==> src/rtl/count_seq_ctrl_pkg.sv <==
// count_seq_pkg: shared definitions for the counting sequencer slice.
//   - default counter width and channel count
//   - state_t encodings (3-bit, kept as plain constants for legacy tools)
//   - ch_width() helper used to size the channel pointer
package count_seq_pkg;

  localparam int DEF_CNT_W = 8;
  localparam int DEF_NCH   = 4;

  typedef logic [2:0] state_t;

  localparam state_t S_IDLE   = 3'd0;
  localparam state_t S_INIT   = 3'd1;
  localparam state_t S_COUNT  = 3'd2;
  localparam state_t S_DONE   = 3'd3;
  localparam state_t S_CHANGE = 3'd4;

  // Channel pointer width; a single-channel build would still need one bit.
  function automatic int ch_width(input int n);
    return (n < 2) ? 1 : $clog2(n);
  endfunction

endpackage

==> src/rtl/count_seq_ctrl_if.sv <==
// count_seq_ctrl_if: control/status bundle between the top-level controller
// (master) and the counting sequencer (slave).
//   master -> slave : start, stop, auto, limit[CNT_W], ch
//   slave -> master : cnt[CNT_W], chan[CH_W], rst_o, done, chout, busy
//                     start_err (only when COUNT_SEQ_START_ERR_EN is defined)
interface count_seq_ctrl_if #(
  parameter int CNT_W = 8,
  parameter int NCH   = 4
);
  import count_seq_pkg::*;

  localparam int CH_W = ch_width(NCH);

  logic             start;
  logic             stop;
  logic             auto;
  logic [CNT_W-1:0] limit;
  logic             ch;
  logic [CNT_W-1:0] cnt;
  logic [CH_W-1:0]  chan;
  logic             rst_o;
  logic             done;
  logic             chout;
  logic             busy;

`ifdef COUNT_SEQ_START_ERR_EN
  logic             start_err;

  modport master (
    output start, stop, auto, limit, ch,
    input  cnt, chan, rst_o, done, chout, busy, start_err
  );

  modport slave (
    input  start, stop, auto, limit, ch,
    output cnt, chan, rst_o, done, chout, busy, start_err
  );
`else
  modport master (
    output start, stop, auto, limit, ch,
    input  cnt, chan, rst_o, done, chout, busy
  );

  modport slave (
    input  start, stop, auto, limit, ch,
    output cnt, chan, rst_o, done, chout, busy
  );
`endif

endinterface

==> src/rtl/count_seq_ctrl_seq_counter.sv <==
// seq_counter: up-counter with synchronous clear and count enable, plus a
// combinational compare against a terminal value.
//   clk, reset : clock and asynchronous active-high reset (cnt -> 0)
//   clr        : synchronous clear, dominates en
//   en         : increment by one
//   lim        : terminal value for the compare
//   cnt        : current count
//   term       : cnt == lim
module seq_counter #(
  parameter int CNT_W = 8
) (
  input  logic             clk,
  input  logic             reset,
  input  logic             clr,
  input  logic             en,
  input  logic [CNT_W-1:0] lim,
  output logic [CNT_W-1:0] cnt,
  output logic             term
);

  always_ff @(posedge clk or posedge reset) begin
    if (reset)
      cnt <= '0;
    else if (clr)
      cnt <= '0;
    else if (en)
      cnt <= cnt + 1'b1;
  end

  assign term = (cnt == lim);

endmodule

==> src/rtl/count_seq_ctrl.sv <==
// count_seq_ctrl: parametrised counting sequencer.
// A start in IDLE runs INIT (clear counter, latch limit), then COUNT from 0
// up to the latched limit, then DONE (or CHANGE if a change request is seen
// on the terminal count, which also advances the channel pointer). Auto mode
// loops back to INIT; stop aborts to IDLE from anywhere.
//   clk, reset : clock, asynchronous active-high reset
//   bus.start  : begin a run (IDLE only)
//   bus.stop   : synchronous abort, highest priority
//   bus.auto   : restart after DONE/CHANGE
//   bus.limit  : terminal count, latched in INIT
//   bus.ch     : change request, sampled on the terminal count
//   bus.cnt    : current count        bus.chan  : current channel
//   bus.rst_o  : high in INIT         bus.done  : high in DONE/CHANGE
//   bus.chout  : high in CHANGE       bus.busy  : high outside IDLE
// Optional: define COUNT_SEQ_START_ERR_EN to add bus.start_err, a sticky flag
// raised by a start request while busy and cleared by the next accepted start.
module count_seq_ctrl
  import count_seq_pkg::*;
#(
  parameter int CNT_W = DEF_CNT_W,
  parameter int NCH   = DEF_NCH
) (
  input  logic               clk,
  input  logic               reset,
  count_seq_ctrl_if.slave    bus
);

  localparam int CH_W = ch_width(NCH);
  localparam logic [CH_W-1:0] CH_LAST = CH_W'(NCH - 1);

  state_t           state;
  state_t           nxt;
  logic [CNT_W-1:0] lim_q;
  logic [CH_W-1:0]  chan_q;
  logic [CNT_W-1:0] cnt_w;
  logic             term;
  logic             cnt_clr;
  logic             cnt_en;

  // Stop overrides every transition, including the terminal decision.
  always_comb begin
    nxt = state;
    if (bus.stop) begin
      nxt = S_IDLE;
    end else begin
      case (state)
        S_IDLE:           if (bus.start) nxt = S_INIT;
        S_INIT:           nxt = S_COUNT;
        S_COUNT:          if (term) nxt = bus.ch ? S_CHANGE : S_DONE;
        S_DONE, S_CHANGE: nxt = bus.auto ? S_INIT : S_IDLE;
        default:          nxt = S_IDLE;
      endcase
    end
  end

  always_ff @(posedge clk or posedge reset) begin
    if (reset)
      state <= S_IDLE;
    else
      state <= nxt;
  end

  // An aborted cycle leaves the counter, limit and channel untouched.
  assign cnt_clr = (state == S_INIT) && !bus.stop;
  assign cnt_en  = (state == S_COUNT) && !term && !bus.stop;

  always_ff @(posedge clk or posedge reset) begin
    if (reset)
      lim_q <= '0;
    else if (cnt_clr)
      lim_q <= bus.limit;
  end

  seq_counter #(
    .CNT_W (CNT_W)
  ) u_counter (
    .clk   (clk),
    .reset (reset),
    .clr   (cnt_clr),
    .en    (cnt_en),
    .lim   (lim_q),
    .cnt   (cnt_w),
    .term  (term)
  );

  // Channel pointer wraps explicitly so non-power-of-two NCH works.
  always_ff @(posedge clk or posedge reset) begin
    if (reset)
      chan_q <= '0;
    else if ((state == S_CHANGE) && !bus.stop)
      chan_q <= (chan_q == CH_LAST) ? '0 : chan_q + 1'b1;
  end

`ifdef COUNT_SEQ_START_ERR_EN
  logic start_err_q;

  // Clear on an accepted start takes precedence over the busy-start set.
  always_ff @(posedge clk or posedge reset) begin
    if (reset)
      start_err_q <= 1'b0;
    else if ((state == S_IDLE) && bus.start && !bus.stop)
      start_err_q <= 1'b0;
    else if ((state != S_IDLE) && bus.start && !bus.stop)
      start_err_q <= 1'b1;
  end

  assign bus.start_err = start_err_q;
`endif

  assign bus.cnt   = cnt_w;
  assign bus.chan  = chan_q;
  assign bus.rst_o = (state == S_INIT);
  assign bus.done  = (state == S_DONE) || (state == S_CHANGE);
  assign bus.chout = (state == S_CHANGE);
  assign bus.busy  = (state != S_IDLE);

endmodule

==> src/flat_wrapper.sv <==
// flat-port wrapper written by rule: the top's interface ports become plain ports
module count_seq_ctrl_flat import count_seq_pkg::*;
#(
  parameter int CNT_W = DEF_CNT_W,
  parameter int NCH   = DEF_NCH
)
  (clk, reset, bus_start, bus_stop, bus_auto, bus_limit, bus_ch, bus_cnt, bus_chan, bus_rst_o, bus_done, bus_chout, bus_busy);
  count_seq_ctrl_if #(.CNT_W(CNT_W), .NCH(NCH)) bus_i ();
  input  logic clk;
  input  logic reset;
  input wire logic [$bits(bus_i.start)-1:0] bus_start;
  input wire logic [$bits(bus_i.stop)-1:0] bus_stop;
  input wire logic [$bits(bus_i.auto)-1:0] bus_auto;
  input wire logic [$bits(bus_i.limit)-1:0] bus_limit;
  input wire logic [$bits(bus_i.ch)-1:0] bus_ch;
  output wire logic [$bits(bus_i.cnt)-1:0] bus_cnt;
  output wire logic [$bits(bus_i.chan)-1:0] bus_chan;
  output wire logic [$bits(bus_i.rst_o)-1:0] bus_rst_o;
  output wire logic [$bits(bus_i.done)-1:0] bus_done;
  output wire logic [$bits(bus_i.chout)-1:0] bus_chout;
  output wire logic [$bits(bus_i.busy)-1:0] bus_busy;
  assign bus_i.start = bus_start;
  assign bus_i.stop = bus_stop;
  assign bus_i.auto = bus_auto;
  assign bus_i.limit = bus_limit;
  assign bus_i.ch = bus_ch;
  assign bus_cnt = bus_i.cnt;
  assign bus_chan = bus_i.chan;
  assign bus_rst_o = bus_i.rst_o;
  assign bus_done = bus_i.done;
  assign bus_chout = bus_i.chout;
  assign bus_busy = bus_i.busy;
  count_seq_ctrl #(.CNT_W(CNT_W), .NCH(NCH)) u_core (.clk(clk), .reset(reset), .bus(bus_i));
endmodule
==> config.mk <==
export PLATFORM = sky130hd
export DESIGN_NAME = count_seq_ctrl_flat
export DESIGN_NICKNAME = d
export VERILOG_FILES = /design/src/rtl/count_seq_ctrl_pkg.sv /design/src/rtl/count_seq_ctrl_if.sv /design/src/rtl/count_seq_ctrl_seq_counter.sv /design/src/rtl/count_seq_ctrl.sv /design/src/flat_wrapper.sv
export SDC_FILE = /design/constraint.sdc
export NUM_CORES = 1
export LEC_CHECK = 0
export ABC_AREA = 1
export BUFFER_PORTS_ARGS = -buffer_cell sky130_fd_sc_hd__buf_2
export CORE_MARGIN = 10
export CORE_UTILIZATION = 45
export CTS_CLUSTER_SIZE = 25
export DETAILED_ROUTE_END_ITERATION = 7
export PLACE_DENSITY = 0.81
export SLEW_MARGIN = 20
export SYNTH_ARGS = -nofsm -noshare
export SYNTH_HDL_FRONTEND = slang
export SYNTH_SLANG_ARGS = --single-unit
==> constraint.sdc <==
create_clock -name clk -period 1.4 [get_ports clk]
set_clock_uncertainty 0.15 [all_clocks]
set_input_delay 0.21 -clock clk [delete_from_list [all_inputs] [get_ports clk]]
set_output_delay 0.21 -clock clk [all_outputs]
set_load 0.02 [all_outputs]
**After elaboration in Yosys (flattened, before gate mapping)**

Cells that the tools add are included.

- Bits in registers: 21
- Latch bits: 0
- RAM bits: 0
- ROM bits: 0
- Input port bits: 14
- Output and inout port bits: 14
- Word-level logic and storage cells: 35
- Memories kept: 0

- Add/subtract/negate cells: 2
- Multiply operators: 0
- Div/mod/pow operators: 0
- Order comparisons: 0
- Equality and inequality tests: 8
- Shifts and indexed selects: 0
- Multiplexer cells: 9
- Bitwise gates (word level): 0
- Reductions and logical operators: 12

Operators by type and width:

| kind | count |
|---|---|
| 8-bit 2-to-1 mux | 2 |
| 3-bit 2-to-1 mux | 4 |
| 3-bit case mux with 4 select lines | 1 |
| 8-bit by 1-bit adder with 8-bit output, second input constant | 1 |
| 8-bit == test | 1 |
| 3-bit by 2-bit == test with 1-bit output, second input constant | 2 |
| 1-bit logical AND | 4 |
| 3-bit by 1-bit == test with 1-bit output, second input constant | 1 |
| 3-bit == test, second input constant | 1 |
| 3-bit zero test | 1 |
| 3-bit by 2-bit != test with 1-bit output, second input constant | 1 |
| 3-bit != test, second input constant | 1 |
| 3-bit nonzero test | 1 |
| 2-bit by 1-bit adder with 2-bit output, second input constant | 1 |
| 2-bit == test, second input constant | 1 |
| 1-bit zero test | 2 |
| 2-bit 2-to-1 mux | 1 |
| 2-bit AND reduction | 1 |
| 2-bit nonzero test | 1 |
| 2-bit OR reduction | 1 |
| 1-bit logical OR | 1 |
| 1-bit 2-to-1 mux | 1 |

**Longest topological paths before layout**

Gate-level depths: netlist of the first run.

- Word-level depth: 6
- Mapped depth: 9
- Depth with buffers taken out: 9

**Hierarchy**

Synthesis of the first run repeated with hierarchy kept, for this count alone.

- Cells, all modules: 161
- Area total of the unflattened synthesis: 1265.0 um2

By module, submodules not included:

| module | times used | cells each | area an instance (um2) | seq. area each (um2) |
|---|---|---|---|---|
| count_seq_ctrl | 1 | 83 | 704.4 | 325.3 |
| seq_counter | 1 | 78 | 560.5 | 200.2 |

**Worst setup path after synthesis of the first run**

OpenSTA, ideal clock, no wires.

- Path type: register to register
- Start: register u_core.u_counter.cnt[1]
- End: register u_core.u_counter.cnt[6]
- Setup time: 0.067 ns
- Arrival time: 1.253 ns
- Required time: 1.183 ns
- Slack: -0.070 ns
- Stages on the path, launching flop included: 8
- Path buffers: 0
- Period minus slack after synthesis: 1.470 ns
- Cells stage by stage: dfrtp_1 ha_1 nand3_1 nor2_1 nor2_1 nor2_1 nand4_1 nand2_1

- Cells in the longest elaborated chain, start to end: 5
- Elaborated cells on any way between the ends: 8
- Those cells by class: 1 x add/sub; 1 x eq/ne; 2 x mux; 4 x reduce/logical

RTL lines:

| item | line | text |
|---|---|---|
| start: declaration | count_seq_ctrl_seq_counter.sv:17 | `output logic [CNT_W-1:0] cnt,` |
| start signal: assignment | count_seq_ctrl_seq_counter.sv:27 | `cnt <= cnt + 1'b1;` |
| branches (longest 5 deep; another with 8-bit by 1-bit adder with 8-bit output) | -- |  |

Parallel ways; which one is timed is not known. The select of a mux whose other input is x is not followed.
A chain may end at the register's enable or synchronous reset.

**Final worst setup path of the first run**

- Start: register u_core.state[2]
- End: register u_core.state[0]

- Cells in the longest elaborated chain, start to end: 4
- Elaborated cells on any way between the ends: 11
- Those cells by class: 6 x eq/ne; 2 x mux; 3 x reduce/logical

RTL lines:

| item | line | text |
|---|---|---|
| start: declaration | count_seq_ctrl.sv:31 | `state_t state;` |
| start signal: assignment | count_seq_ctrl.sv:60 | `state <= nxt;` |
| 3-bit == test / 3-bit by 2-bit == test with 1-bit output (equally long branches) | count_seq_ctrl.sv:46 | `case (state)` |
| 2-bit OR reduction | count_seq_ctrl.sv:46 |  |
| 3-bit case mux with 4 select lines | count_seq_ctrl.sv:46 |  |
| 3-bit 2-to-1 mux | count_seq_ctrl.sv:43 | `if (bus.stop) begin` |

Several ways; a longest one is shown, not always the timed one.

==> summary.txt, run 1 <==
Global routing
  – Gr ovfl total: 0
  – First-pass GRT wire length: 6170 µm
  – Initial antenna violation count: 0
  – Largest net degree at the start of global routing: 22
  – Vias in the first global route: 1377
  – GRT Total Usage: 14.2%

CTS
  – Clk sinks: 21
  – Clk pin slew, worst setup/hold paths: 0.12 ns
  – CTS tree: yes
  – Clock Latency Late Sink: 0.32 ns
  – Num CTS Buffers: 3
  – Clock root buffer: clkbuf_4
  – CTS HTree Levels: 1
  – Max Root-Sink Buffers: 2

Floorplanning
  – Core box area: 2540 µm²
  – Row count: 18
  – Die width: 72.4 µm
  – Boundary Pins: 28
  – DIE AREA: 5240 µm²
  – Starting Density: 48.6%
  – Die Height: 72.4 µm

STA
  – Setup TNS: -4.26 ns
  – Setup violators final: 26
  – RSZ-0062 raised after global routing: yes
  – Slew Limit Headroom: 73.3%
  – Final hold violations: 0
  – Max Transition Viols Final: 0
  – Part of the cycle the worst path needs: 124%
  – Worst-margin pin slew: 0.398 ns
  – Peak Freq: 575 MHz
  – Crit path time final: 1.74 ns
  – Final setup margin: -0.339 ns

Worst setup path
  – Largest fanout on the critical path: 4
  – CP startpoint kind: register
  – Setup crit end kind: register
  – WP data arrival: 1.84 ns
  – Critical path class: reg2reg
  – CP required: 1.50 ns

Cells and area
  – Nets: 253
  – Synth-to-Final Area Change: 63.9%
  – Diode count: 0
  – Share of cells above drive strength 1: 48.3%
  – Non-filler cells, final: 266

Power
  – Seq pwr share: 31.8%
  – Int Pwr: 1770 µW
  – Leak: 0.00105 µW
  – Comb power frac: 58.0%
  – Switching part of the total: 42.9%
  – Switch Pwr: 1330 µW
  – Power Dens Cells: 1530 nW/µm²
  – Worst vdd ir: 1.37 mV
  – Clock share of power: 10.2%

Synthesis
  – Mapped cell area: 1240 µm²
  – Share of the synthesized area in the top cell type: 42.5%
  – Async SR Flop Fraction: 100%
  – Cells after Synth: 160
  – Netlist cell types: 22
  – Syn Nets: 176
  – Area leader, netlist: dfrtp_1
  – Most common cell in the netlist: nand2_1
  – Number of flops mapped to enable cells by yosys: 0
  – Top cells by area, synth: dfrtp_1 43%, nand2_1 14%, inv_1 6.4%
  – Yosys Warn Count: 0
  – Flops & latches, synth: 21
  – Primary FF master, synth: dfrtp_1
  – Post-synth top cells: 47 x nand2_1, 21 x dfrtp_1, 21 x inv_1
  – Syn avg cell area: 7.73 µm²
  – Register area share after synthesis: 42.5%

Placed design
  – Placer Congestion: 0.818
  – Dpl hpwl: 2330 µm
  – Port buffer count: 27
  – Pre-CTS setup slack: -0.116 ns
  – Cell Count Post-Placement: 243

Detailed routing
  – Routed Antenna Nets: 0
  – Initial DRT Pass Iterations: 7
  – Via/cell ratio: 5.84
  – DRT iter0 DRCs: 225
  – Via Count: 1553
  – Routed WL: 4850 µm
  – Drt wl/cell: 18.2 µm
  – Drt drc: 0

Status
  – Failing checks: negative setup slack
  – Status: complete, but fails checks

Flow run
  – Max-cap viol count: 0

Hold path
  – HP Class: in2reg
layer usage:
layer	vias up	share of wire [%]	global-route usage, %
met1	717	36	16.3
li1	664	-	-
met2	132	48	24.7
met3	40	11	3.27
met4	0	5.5	6.12
met5	-	0	0
registers in the layout, indices dropped and copies added (netlist names):
signal,cells
u_core.lim_q,8
u_core.bus.chan,2
u_core.state,3
u_core.u_counter.cnt,8
cells by family after synthesis:
logic type      Yosys count  synth area share [%]
xor+xnor                  6                  4.25
compound gates            8                  3.44
buf+inv                  24                  8.20
fa+ha+maj                 2                  2.02
flops                    21                  42.5
mux                       4                  4.55
simple gates             95                  35.0
per-stage QoR:
step                      total power [µW]  instance area (µm²)  hold WS (ns)  util [%]
after CTS                             2730                 1860       0.00156      73.1
after global routing                  3270                 2030        0.0182      79.6
after detailed placement              2230                 1620         0.105      63.8
after global placement                2190                 1620        0.0998      63.8
after floorplan                       1710                 1250        0.0360         -
final                                 3100                 2030        0.0159      79.6
layout by cell type (no fill, tap or decap), drive strengths merged:
master and instances:
a21oi 5, buf 65, clkbuf 3, clkinv 1
dfrtp 21, dlygate4sd3 7, ha 2, inv 22
mux2 4, nand2 52, nand3 13, nand4 7
nor2 19, nor3 4, nor4 1, o21a 1
o21ai 2, or2 1, xnor2 4, xor2 2
worst paths after layout:
kind	startpoint	endpoint	slack, ns	cells past startpoint
min reg2reg	u_core.bus.chan[1]	u_core.bus.chan[1]	0.41	1
min	bus_limit[7]	u_core.lim_q[7]	0.02	3
max in group asynchronous	reset	u_core.u_counter.cnt[7]	0.54	4
min in group asynchronous	reset	u_core.lim_q[1]	0.31	4
max	u_core.state[2]	u_core.state[0]	-0.34	6
max reg2reg	u_core.state[2]	u_core.state[0]	-0.34	6
power groups by stage:
stage	Clock, µW	Sequential, µW	Combinational (µW)
floorplan	0	989	717
global placement	0	938	1260
detailed placement	0	952	1280
CTS	296	941	1490
global route	336	1010	1920
finish	315	986	1800
final cells by class:
type                    count  area, µm²
inverters                  22       85.1
clock buffers               3       22.5
multi-input cells         117        738
repair buffers             72        601
well taps                  30       37.5
clock inverters             1       5.00
fillers                   144        519
flip-flops and latches     21        537
worst max-delay path: stages, from the launching register on:
cell	delay [ns]
dfrtp_1	0.45
buf_6	0.16
nor3_1	0.37
nand2_1	0.17
nand3_1	0.17
nand2_1	0.09
nor2_1	0.11
repair_timing:
item | 4_1_cts | 5_1_grt
endpoints found under the hold margin | 26 | 1
gates cloned | 2 | 0
buffers inserted | 4 | 6
gates resized for setup | 35 | 32
hold buffers | 6 | 1
setup endpoints to repair | 27 | 30
pin swaps | 9 | 20
No activity file was read; power rests on OpenSTA's default activity.
==> inputs of run 2 (changes only) <==
CORE_UTILIZATION = 47   (was 45)
PLACE_DENSITY = 0.84   (was 0.81)
==> run 2 against run 1 <==
  * The flow still finishes with violations (negative setup slack)
  * Routed wire length grew 3.2%
  * Critical path depth is the same
  * Fmax grew 5.7%
  * Critical endpoint is now u_core.u_counter.cnt[2]
  * Global-route usage grew 5.4 points
  * First-iteration DRC count shrank 15%
  * Non-clock buffer count grew 7
  * Sequential power shrank 1%
  * Utilization grew 5.8 points
==> summary.txt, run 2 (synthesis gave the netlist of run 1 again) <==
Floorplanning
  – DIE AREA: 5080 µm²
  – Starting Density: 49.4%
  – Die width: 71.3 µm
  – Row count: 18
  – Core box area: 2500 µm²
  – Die Height: 71.3 µm
  – Boundary Pins: 28

STA
  – Max Transition Viols Final: 0
  – Worst-margin pin slew: 0.418 ns
  – Final hold violations: 0
  – Peak Freq: 608 MHz
  – Crit path time final: 1.64 ns
  – RSZ-0062 raised after global routing: yes
  – Final setup margin: -0.245 ns
  – Slew Limit Headroom: 72.1%
  – Hold_ws: 0.0539 ns
  – Setup violators final: 25
  – Part of the cycle the worst path needs: 117%

Cells and area
  – Most frequent cells in the layout: 41 x nand2_1, 28 x buf_4, 21 x buf_2
  – Fin area: 2140 µm²
  – Fill cell count: 128
  – Multi-input logic area: 812 µm²
  – Register area: 537 µm²
  – Most common cell after layout, fill and taps aside: nand2_1
  – Biggest regs: u_core.lim_q (8), u_core.u_counter.cnt (8), u_core.state (3)
  – Synth-to-Final Area Change: 72.8%
  – Nets: 261
  – Share of cells above drive strength 1: 50.4%
  – Diode count: 0

CTS
  – CTS tree: yes
  – Max Root-Sink Buffers: 2
  – Clock Latency Late Sink: 0.32 ns
  – Clock root buffer: clkbuf_4
  – Clk sinks: 21
  – Num CTS Buffers: 3
  – CTS HTree Levels: 1
  – Clk pin slew, worst setup/hold paths: 0.13 ns

Global routing
  – Initial antenna violation count: 0
  – Vias in the first global route: 1611
  – Largest net degree at the start of global routing: 22
  – Gr ovfl total: 0
  – First-pass GRT wire length: 8250 µm
  – GRT Total Usage: 19.7%

Placed design
  – Port buffer count: 27
  – Post-DP Area: 1590 µm²
  – Dpl hpwl: 2280 µm
  – Placer Congestion: 0.831

Detailed routing
  – Routed WL: 5010 µm
  – Via Count: 1523
  – Drt wl/cell: 18.3 µm
  – Initial DRT Pass Iterations: 5
  – Drt drc: 0
  – DRT iter0 DRCs: 191
  – Routed Antenna Nets: 0
  – Via/cell ratio: 5.56

Power
  – Worst vdd ir: 1.46 mV
  – Power Dens Cells: 1500 nW/µm²
  – Leak: 0.00110 µW
  – Comb power frac: 59.9%
  – Clock share of power: 9.8%
  – Int Pwr: 1810 µW
  – Switch Pwr: 1400 µW
  – Seq pwr share: 30.3%
  – Switching part of the total: 43.7%

Worst setup path
  – Critical path class: reg2reg
  – Crit path from: u_core.state[2]
  – Setup crit end kind: register
  – Capturing point of the worst reg2reg path: u_core.u_counter.cnt[2]
  – Largest fanout on the critical path: 6
  – Reg2reg path depth: 6
  – Worst r2r src: u_core.state[2]
  – WP data arrival: 1.71 ns
  – CP endpoint: u_core.u_counter.cnt[2]
  – CP startpoint kind: register
  – CP required: 1.47 ns
  – R2r setup slk: -0.24 ns

Hold path
  – HP Class: in2reg
  – Worst hold path startpoint: bus_start

Status
  – Failing checks: negative setup slack
  – Status: complete, but fails checks

Flow run
  – Max-cap viol count: 0
-- run 2: cell count changes in the layout (fill, tap and decap cells not counted), sizes merged --
cell         previous run  this run
dlygate4sd3             7        10
nand2                  52        53
clkinv                  1         0
clkbuf                  3         4
buf                    65        69
-- run 2: metrics by stage --
stage	utilization, %	cells	worst slack (ns)	setup TNS, ns	power [µW]
2_1_floorplan	-	160	-0.0431	-0.430	1710
3_3_place_gp	63.5	240	-0.0859	-1.07	2100
3_5_place_dp	63.5	240	-0.0971	-1.36	2140
4_1_cts	82.6	269	-0.206	-2.18	2980
5_1_grt	85.4	274	-0.334	-5.81	3380
6_report	85.4	274	-0.245	-4.41	3210
-- run 2: power groups by stage --
stage          Sequential [µW]  Clock (µW)  Combinational, µW
4_1_cts                    936         313               1730
3_3_place_gp               943           0               1160
6_report                   973         314               1920
5_1_grt                    997         333               2050
2_1_floorplan              989           0                717
3_5_place_dp               950           0               1190
-- run 2: worst max-delay path, stage by stage (launching register included) --
cell,delay (ns)
dfrtp_1,0.42
buf_6,0.14
nor4_4,0.36
buf_6,0.23
nand2_8,0.09
nand3_2,0.08
nand2_1,0.07
-- run 2: routing by layer --
metal / share of wire (%) / wire (µm) / GRT usage [%] / up-vias
met5: 0 / 0 / 0 / -
met4: 3.8 / 191 / 9.68 / 0
met3: 8.1 / 406 / 3.99 / 22
met2: 50 / 2480 / 32.5 / 101
met1: 38 / 1930 / 23.6 / 717
li1: - / - / - / 683
-- run 2: timing repair --
item                       in CTS  in global routing
setup endpoints to repair      28                 27
hold endpoints to repair       30                  0
buffers inserted               11                  5
gates cloned                    4                  0
pin swaps                      11                  1
resized for setup              61                 12
hold buffers                   10                  0
-- run 2: how the worst min path moves through the flow --
stage / slack (ns) / depth (start not counted) / endpoint
final: 0.05 / 3 / u_core.state[1]
after global routing: 0.05 / 3 / u_core.state[1]
after CTS: 0.06 / 3 / u_core.state[1]
after detailed placement: 0.11 / 3 / u_core.bus.chan[1]
after global placement: 0.10 / 3 / u_core.bus.chan[1]
after floorplan: 0.04 / 1 / u_core.bus.chan[0]
-- run 2: cell type report --
cell class / count / area share (%)
sequential: 21 / 25.1
clock buffer: 4 / 1.23
inverter: 22 / 3.87
timing repair buffer: 79 / 30.0
tap: 30 / 1.76
multi-input combinational: 118 / 38.0
==> inputs of run 3 (changes only) <==
--- a/config.mk
+++ b/config.mk
@@ -12,4 +12,5 @@
 export CTS_CLUSTER_SIZE = 25
 export DETAILED_ROUTE_END_ITERATION = 7
+export GPL_TIMING_DRIVEN = 0
 export PLACE_DENSITY = 0.84
 export SLEW_MARGIN = 20
==> constraint.sdc (replaced) <==
create_clock -name clk -period 1.4 [get_ports clk]
set_clock_uncertainty 0.15 [all_clocks]
set_input_delay 0.14 -clock clk [delete_from_list [all_inputs] [get_ports clk]]
set_output_delay 0.14 -clock clk [all_outputs]
set_load 0.02 [all_outputs]
==> run 3 against run 2 <==
  * The run still ends with negative setup slack left
  * Utilization shrank 10 points
  * Non-clock buffer count fell by 23
  * Sequential power fell by 1%
  * Sequential share of layout area is 3.4 points higher
  * Cell area down 12%
  * Worst hold slack got worse by 0.040 ns
  * Via count fell by 11%
  * Clock-buffer cell count unchanged
  * Final cell count is 8.4% lower
==> summary.txt, run 3 (synthesis gave the netlist of run 1 again) <==
Status
  – Status: complete, but fails checks
  – Failing checks: negative setup slack

Power
  – Worst vdd ir: 1.20 mV
  – Power Dens Cells: 1550 nW/µm²
  – Leak: 0.000982 µW

STA
  – Crit path time final: 1.54 ns
  – RSZ-0062 raised after global routing: yes
  – Worst-margin pin slew: 0.796 ns
  – Final setup margin: -0.137 ns
  – Slew Limit Headroom: 46.9%
  – Peak Freq: 650 MHz
  – Setup TNS: -1.89 ns
  – Final hold violations: 0
  – Max Transition Viols Final: 0
  – Setup violators final: 22
  – Part of the cycle the worst path needs: 110%

Global routing
  – Vias in the first global route: 1285
  – GRT Total Usage: 14.1%
  – Largest net degree at the start of global routing: 22
  – First-pass GRT wire length: 5950 µm
  – Gr ovfl total: 0
  – Initial antenna violation count: 0

Floorplanning
  – DIE AREA: 5080 µm²
  – Core box area: 2500 µm²
  – Boundary Pins: 28
  – Die width: 71.3 µm
  – Die Height: 71.3 µm
  – Row count: 18
  – Starting Density: 49.4%

Placed design
  – Post-DP Area: 1420 µm²
  – Cell Count Post-Placement: 217
  – Port buffer count: 27
  – Placer Congestion: 0.837
  – Dpl hpwl: 2030 µm

Worst setup path
  – CP required: 1.11 ns
  – CP peak stage delay: 0.44 ns
  – Slowest cell on the critical path: dfrtp_1
  – CP startpoint kind: register
  – WP data arrival: 1.25 ns
  – CP Cell Sequence: inv_2 > nor2_4 > nand2_2 > clkinv_4 > buf_6
  – Top Family by Delay on Critical Path: flip-flops
  – Worst Path Buf+Inv: 3
  – Largest fanout on the critical path: 4
  – Critical path class: reg2out
  – Setup crit end kind: output pin

CTS
  – Clock root buffer: clkbuf_4
  – Clk pin slew, worst setup/hold paths: 0.12 ns
  – CTS HTree Levels: 1
  – CTS tree: yes
  – Clock Latency Late Sink: 0.32 ns
  – Clk sinks: 21
  – Num CTS Buffers: 3
  – Max Root-Sink Buffers: 2

Cells and area
  – Most common cell after layout, fill and taps aside: nand2_1
  – Biggest regs: u_core.lim_q (8), u_core.u_counter.cnt (8), u_core.state (3)
  – Final core utilization: 75.4%
  – Fin area: 1880 µm²
  – Share of cells above drive strength 1: 43.0%
  – Most frequent cells in the layout: 41 x nand2_1, 22 x buf_2, 17 x inv_1
  – Fill cell count: 144
  – Diode count: 0
  – Synth-to-Final Area Change: 52.4%
  – Multi-input logic area: 741 µm²
  – Non-filler cells, final: 251
  – Nets: 238
  – Register area: 537 µm²

Flow run
  – Max-cap viol count: 0

Hold path
  – HP Class: in2reg

Detailed routing
  – Via Count: 1352
  – DRT iter0 DRCs: 131
  – Initial DRT Pass Iterations: 4
  – Drt wl/cell: 15.6 µm
  – Via/cell ratio: 5.39
  – Routed WL: 3930 µm
  – Routed Antenna Nets: 0
  – Drt drc: 0
-- run 3: cell count changes in the layout (fill, tap and decap cells not counted), sizes merged --
cell,delta
buf,-25
clkbuf,+1
clkinv,+1
dlygate4sd3,+1
inv,-1
-- run 3: path summary, 6_finish.rpt --
| check | depth (start not counted) | slack (ns) | from | end |
|---|---|---|---|---|
| max | 5 | -0.14 | u_core.state[0] | bus_rst_o |
| min | 5 | 0.01 | bus_auto | u_core.state[0] |
| min reg2reg | 1 | 0.40 | u_core.lim_q[3] | u_core.lim_q[3] |
| min in group asynchronous | 3 | 0.36 | reset | u_core.state[1] |
| max in group asynchronous | 3 | 0.20 | reset | u_core.u_counter.cnt[4] |
| max reg2reg | 6 | -0.14 | u_core.state[0] | u_core.u_counter.cnt[1] |
-- run 3: layout make-up --
type | count | area share, %
well taps | 30 | 1.99
clock buffers | 4 | 1.39
flip-flops and latches | 21 | 28.5
multi-input cells | 118 | 39.3
plain buffers | 2 | 1.39
inverters | 22 | 4.65
repair buffers | 54 | 22.8
-- run 3: tightest hold or removal path, stage by stage --
cell and delay, ns:
buf_2 0.10, nand2_1 0.06, nand3_1 0.06, nand2_1 0.06, nor2_1 0.04
-- run 3: stage by stage --
| step | total power [µW] | setup slack, ns | hold slack [ns] |
|---|---|---|---|
| 2_1_floorplan | 1710 | -0.0431 | -0.0340 |
| 3_3_place_gp | 1950 | -0.236 | 0.178 |
| 3_5_place_dp | 1980 | -0.249 | 0.174 |
| 4_1_cts | 2630 | -0.108 | 0.00207 |
| 5_1_grt | 3120 | -0.223 | 0.0450 |
| 6_report | 2930 | -0.137 | 0.0137 |
-- run 3: where the power goes --
group	internal (µW)	switching (µW)	leakage (µW)
clock network	112	207	0.0000150
logic	768	876	0.000718
registers	795	167	0.000250
total	1670	1250	0.000982
-- run 3: routing by layer --
layer / up-vias / wire length (µm) / track usage (%)
met5: - / 0 / 0
met4: 0 / 162 / 7.53
met3: 15 / 291 / 2.34
met2: 65 / 1930 / 22.9
met1: 639 / 1550 / 17.2
li1: 633 / - / -
-- run 3: what timing repair did --
item / in CTS / in global routing
setup buffers: 13 / 2
gates resized for setup: 30 / 21
hold endpoints to repair: 31 / 0
setup endpoints to repair: 24 / 26
hold buffers: 11 / 0
gates cloned: 2 / 2
pin swaps: 21 / 4
